`config.mk`:
```
export PLATFORM = sky130hd
export DESIGN_NAME = instr_fetch_unit
export DESIGN_NICKNAME = d
export VERILOG_FILES = /design/src/rtl/mips_pkg.sv /design/src/rtl/instr_fetch_unit.sv
export SDC_FILE = /design/constraint.sdc
export NUM_CORES = 1
export LEC_CHECK = 0
export ABC_CLOCK_PERIOD_IN_PS = 5500
export CORE_MARGIN = 3
export CORE_UTILIZATION = 47
export DETAILED_ROUTE_END_ITERATION = 6
export HOLD_SLACK_MARGIN = 0.08
export PLACE_DENSITY = 0.86
export SETUP_SLACK_MARGIN = 0.5
export SLEW_MARGIN = 20
export SYNTH_ARGS = -nofsm -noshare
export SYNTH_HDL_FRONTEND = slang
export SYNTH_SLANG_ARGS = --single-unit
```
`constraint.sdc`:
```
create_clock -name clk -period 5.5 [get_ports clk]
set_clock_uncertainty 0.05 [all_clocks]
set_input_delay 1.1 -clock clk [delete_from_list [all_inputs] [get_ports clk]]
set_output_delay 1.1 -clock clk [all_outputs]
set_load 0.01 [all_outputs]
```
`src/rtl/mips_pkg.sv`:
```
// Shared MIPS datapath constants: memory geometry, reset PC and the NOP encoding.
package mips_pkg;
  localparam int          ADDR_W    = 8;
  localparam int          DATA_W    = 32;
  localparam logic [31:0] NOP_INSTR = 32'h0000_0000;
  localparam int          RESET_PC  = 0;
endpackage

```
`src/rtl/instr_fetch_unit.sv`:
```
// Instruction fetch: PC register drives combinational imem, one-entry output
// register feeds decode over valid/ready, redirect flushes the held entry.
module instr_fetch_unit
  import mips_pkg::*;
#(
  parameter int ADDR_W_P   = ADDR_W,
  parameter int DATA_W_P   = DATA_W,
  parameter int RESET_PC_P = RESET_PC
) (
  input  logic                clk,
  input  logic                rst_n,
  input  logic                en,
  output logic [ADDR_W_P-1:0] imem_addr,
  input  logic [DATA_W_P-1:0] imem_rdata,
  input  logic                redirect_valid,
  input  logic [ADDR_W_P-1:0] redirect_addr,
  output logic                out_valid,
  input  logic                out_ready,
  output logic [DATA_W_P-1:0] out_instr,
  output logic [ADDR_W_P-1:0] out_pc,
  output logic [15:0]         fetch_count
);

  localparam logic [ADDR_W_P-1:0] PC_RST = ADDR_W_P'(RESET_PC_P);

  logic [ADDR_W_P-1:0] pc;
  logic                load;
  logic                accept;

  // A fresh capture is possible only when the output slot is free or leaving.
  assign load      = en & (~out_valid | out_ready) & ~redirect_valid;
  assign accept    = out_valid & out_ready;
  assign imem_addr = pc;

  always_ff @(posedge clk or negedge rst_n) begin
    if (!rst_n) begin
      pc        <= PC_RST;
      out_valid <= 1'b0;
      out_instr <= '0;
      out_pc    <= '0;
    end else if (redirect_valid) begin
      pc        <= redirect_addr;
      out_valid <= 1'b0;
    end else if (load) begin
      out_instr <= imem_rdata;
      out_pc    <= pc;
      out_valid <= 1'b1;
      pc        <= pc + 1'b1;
    end else if (accept) begin
      out_valid <= 1'b0;
    end
  end

  // Handshake completes before any same-cycle flush, so it is always counted.
  always_ff @(posedge clk or negedge rst_n) begin
    if (!rst_n)
      fetch_count <= '0;
    else if (accept && fetch_count != 16'hFFFF)
      fetch_count <= fetch_count + 16'd1;
  end

endmodule

```
==> results_dict.tcl <==
set metrics [dict create \
    peakVddDrop_mv 0.2508 \
    viasPerCell 5.178 \
    cp-end-kind "flop" \
    cts_htree_levels 3 \
    synth_xor_area_share_pct 5.986 \
    fin_util_pct 74.39 \
    max_slew_margin_pct 46.71 \
    portBuffers 109 \
    switching_power_w 0.0003809 \
    max_cap_violations 0 \
    worstPathRequired_ns 5.66 \
    nFillCells 392 \
    postCtsHoldBufs 0 \
    async_reset_ff_share_pct 100.0 \
    drv_slew 0 \
    dp_hpwl_microns 4550 \
    yosys.area_share.adder_pct 0.9001 \
    p_int_w 0.001034 \
    syn2layout_area_growth_pct 50.04 \
    gp_congestion 0.8053 \
    synth_nets 259 \
    synth-simple-area-share_pct 11.34 \
    synth_most_common_cell "dfrtp_1" \
    rows 27 \
    syn_inst 212 \
    ys_seq_area_share_pct 58.51 \
    fin_cells 404 \
    rsz0062_at_grt "no" \
    power_frac_seq_pct 44.3 \
    drt-wirelength-per-cell_microns 15.72 \
    start_util_pct 49.58 \
    grt_pass1_wl_microns 10460 \
    die_h_microns 82.91 \
    pin_count 110 \
    synth_commonest_cells "dfrtp_1 (65), mux2_2 (38), nand2_1 (13), xor2_1 (13)" \
    p_comb_share_pct 25.7 \
    timing.final.crit_share_pct 56.13 \
    crit_buf_inv 2 \
    clkPwrFrac_pct 29.9 \
    ant_nets 0 \
    path_clk_slew_ns 0.07 \
    root_buffer "clkbuf_8" \
    antennaDiodeCount 0 \
    synth_top_family_by_area "multiplexers" \
    crit_chain "clkdlybuf4s50_1 -> nand2b_1 -> nand2_1 -> nor2_4 -> buf_16 -> mux2_2" \
    cts_buffers 9 \
    layout_min_cycle_time_ns 3.087 \
    routed_wl_microns 6352 \
    nNetsFinal 374 \
    clkLatencyLatePin_ns 0.32 \
    die_x_microns 82.91 \
    drt-pass1-iter-count 4 \
    synth_compound_area_share_pct 3.690 \
    swShare_pct 26.93 \
    synth_warnings 0 \
    synth_flop_cell "dfrtp_1" \
    fmax_ghz 0.3239 \
    place_inst 387 \
    critPathKind "in2reg" \
    core_sq_um 5608 \
    setup_tns_ns 0 \
    yosysTopAreaCellShare_pct 58.51 \
    leakagePower_nw 1.731 \
    drc 0 \
    post_cts_resized 0 \
    slowest_delay_ns 0.53 \
    worst_pin_slew_ns 0.7994 \
    power.density_nw_per_um2 339.1 \
    synth_area_leaders "dfrtp_1 (59%), mux2_2 (15%), xor2_1 (4.1%)" \
    hold_path.class "reg2reg" \
    cts_setup_buffers 0 \
    yosys.area.top_type "dfrtp_1" \
    dieArea_sq_um 6874 \
    cp_max_fo 23 \
    grt_pass1_vias 2240 \
    setup_viol 0 \
    crit_family "simple AND/OR/NAND/NOR gates" \
    synth_edf_count 0 \
    synth_cell_types 32 \
    ys_ff_latch 65 \
    crit_slowest_cell "clkdlybuf4s50_1" \
    clock-sinks 65 \
    synth_area_per_cell_sq_um 13.11 \
    grt-ovfl-total 0 \
    antenna_found_initial 0 \
    cp.arrival_ns 3.25 \
    synth_area_sq_um 2780 \
    track_usage_pct 18.71 \
    drive_above_1_share_pct 18.98 \
    grt_start_max_net_pins 66 \
    status "finished, final reports clean" \
    startpoint_type "input port" \
    tritoncts "built" \
    synthMuxAreaShare_pct 17.37 \
    clk_path_buf_depth 2 \
    vias 2092 \
    hold_violations 0 \
    drt_iter0_markers 60 \
]
-- stage by stage --
stage	hold WS [ns]	area (sq um)	total power [W]	worst slack [ns]
global placement	0.4185	3929	0.0009844	1.931
global route	0.4568	4172	0.001487	2.318
detailed placement	0.4326	3929	0.0009999	1.864
finish	0.4397	4172	0.001415	2.413
CTS	0.4445	4144	0.001427	2.210
floorplan	0.4713	2780	0.0007658	3.152
-- routing by layer --
metal,wire length [microns],share of wire [%],GRT usage [%],vias up
met5,0,0,0,-
met4,46,0.72,7.578,0
met3,538,8.5,7.341,6
met2,3205,50,31.78,77
met1,2562,40,20.97,1023
li1,-,-,-,986
-- cell families after synthesis --
logic type / after synthesis
flip-flops: 65
multiplexers: 43
XOR/XNOR: 19
AO/OA/AOI/OAI: 17
buffers and inverters: 12
adder cells (fa/ha/maj): 2
AND/OR/NAND/NOR: 54
-- sequential cells by signal, indices dropped and copies added (netlist names) --
name	count
fetch_count	16
imem_addr	8
out_instr	32
out_pc	8
out_valid	1
-- cell type report --
type	count	area, sq um	area share [%]
Tap cell	72	90.09	2.160
Clock inverter	4	50.05	1.200
Timing Repair Buffer	111	1121	26.87
Multi-Input combinational cell	135	1100	26.36
Inverter	5	18.77	0.4499
Clock buffer	12	165.2	3.959
Sequential cell	65	1627	38.99
-- power groups by stage --
stage	combinational [W]	sequential (W)	clock, W
floorplan	0.000102	0.000664	0
global placement	0.000356	0.000628	0
detailed placement	0.000364	0.000636	0
CTS	0.000367	0.000628	0.000432
global route	0.000390	0.000640	0.000457
finish	0.000364	0.000627	0.000424
-- final timing paths --
path | endpoint | startpoint | slack, ns | depth (start not counted)
worst max-delay path | out_instr[2] | out_ready | 2.41 | 6
worst min-delay path | out_instr[11] | out_instr[11] | 0.44 | 1
worst max register to register | out_instr[2] | out_valid | 3.33 | 5
worst min register to register | out_instr[11] | out_instr[11] | 0.44 | 1
max in group asynchronous | out_pc[2] | rst_n | 3.98 | 2
min in group asynchronous | out_instr[2] | rst_n | 0.90 | 2
-- placed cells by master (no fill, tap or decap), types with 5 or more instances in the layout --
master           synthesis  routed
mux2_2                  38      38
dfrtp_1                 65      65
o21ai_0                  8       8
nand2_1                 13      13
xor2_1                  13      13
clkbuf_8                 0      12
a21oi_1                  5       5
nand3_1                  7       7
nor3_1                   5       5
nand4_1                  8       8
inv_1                    5       5
xnor2_1                  6       6
clkdlybuf4s50_1          0     108
No activity file was read; power rests on OpenSTA's default activity.
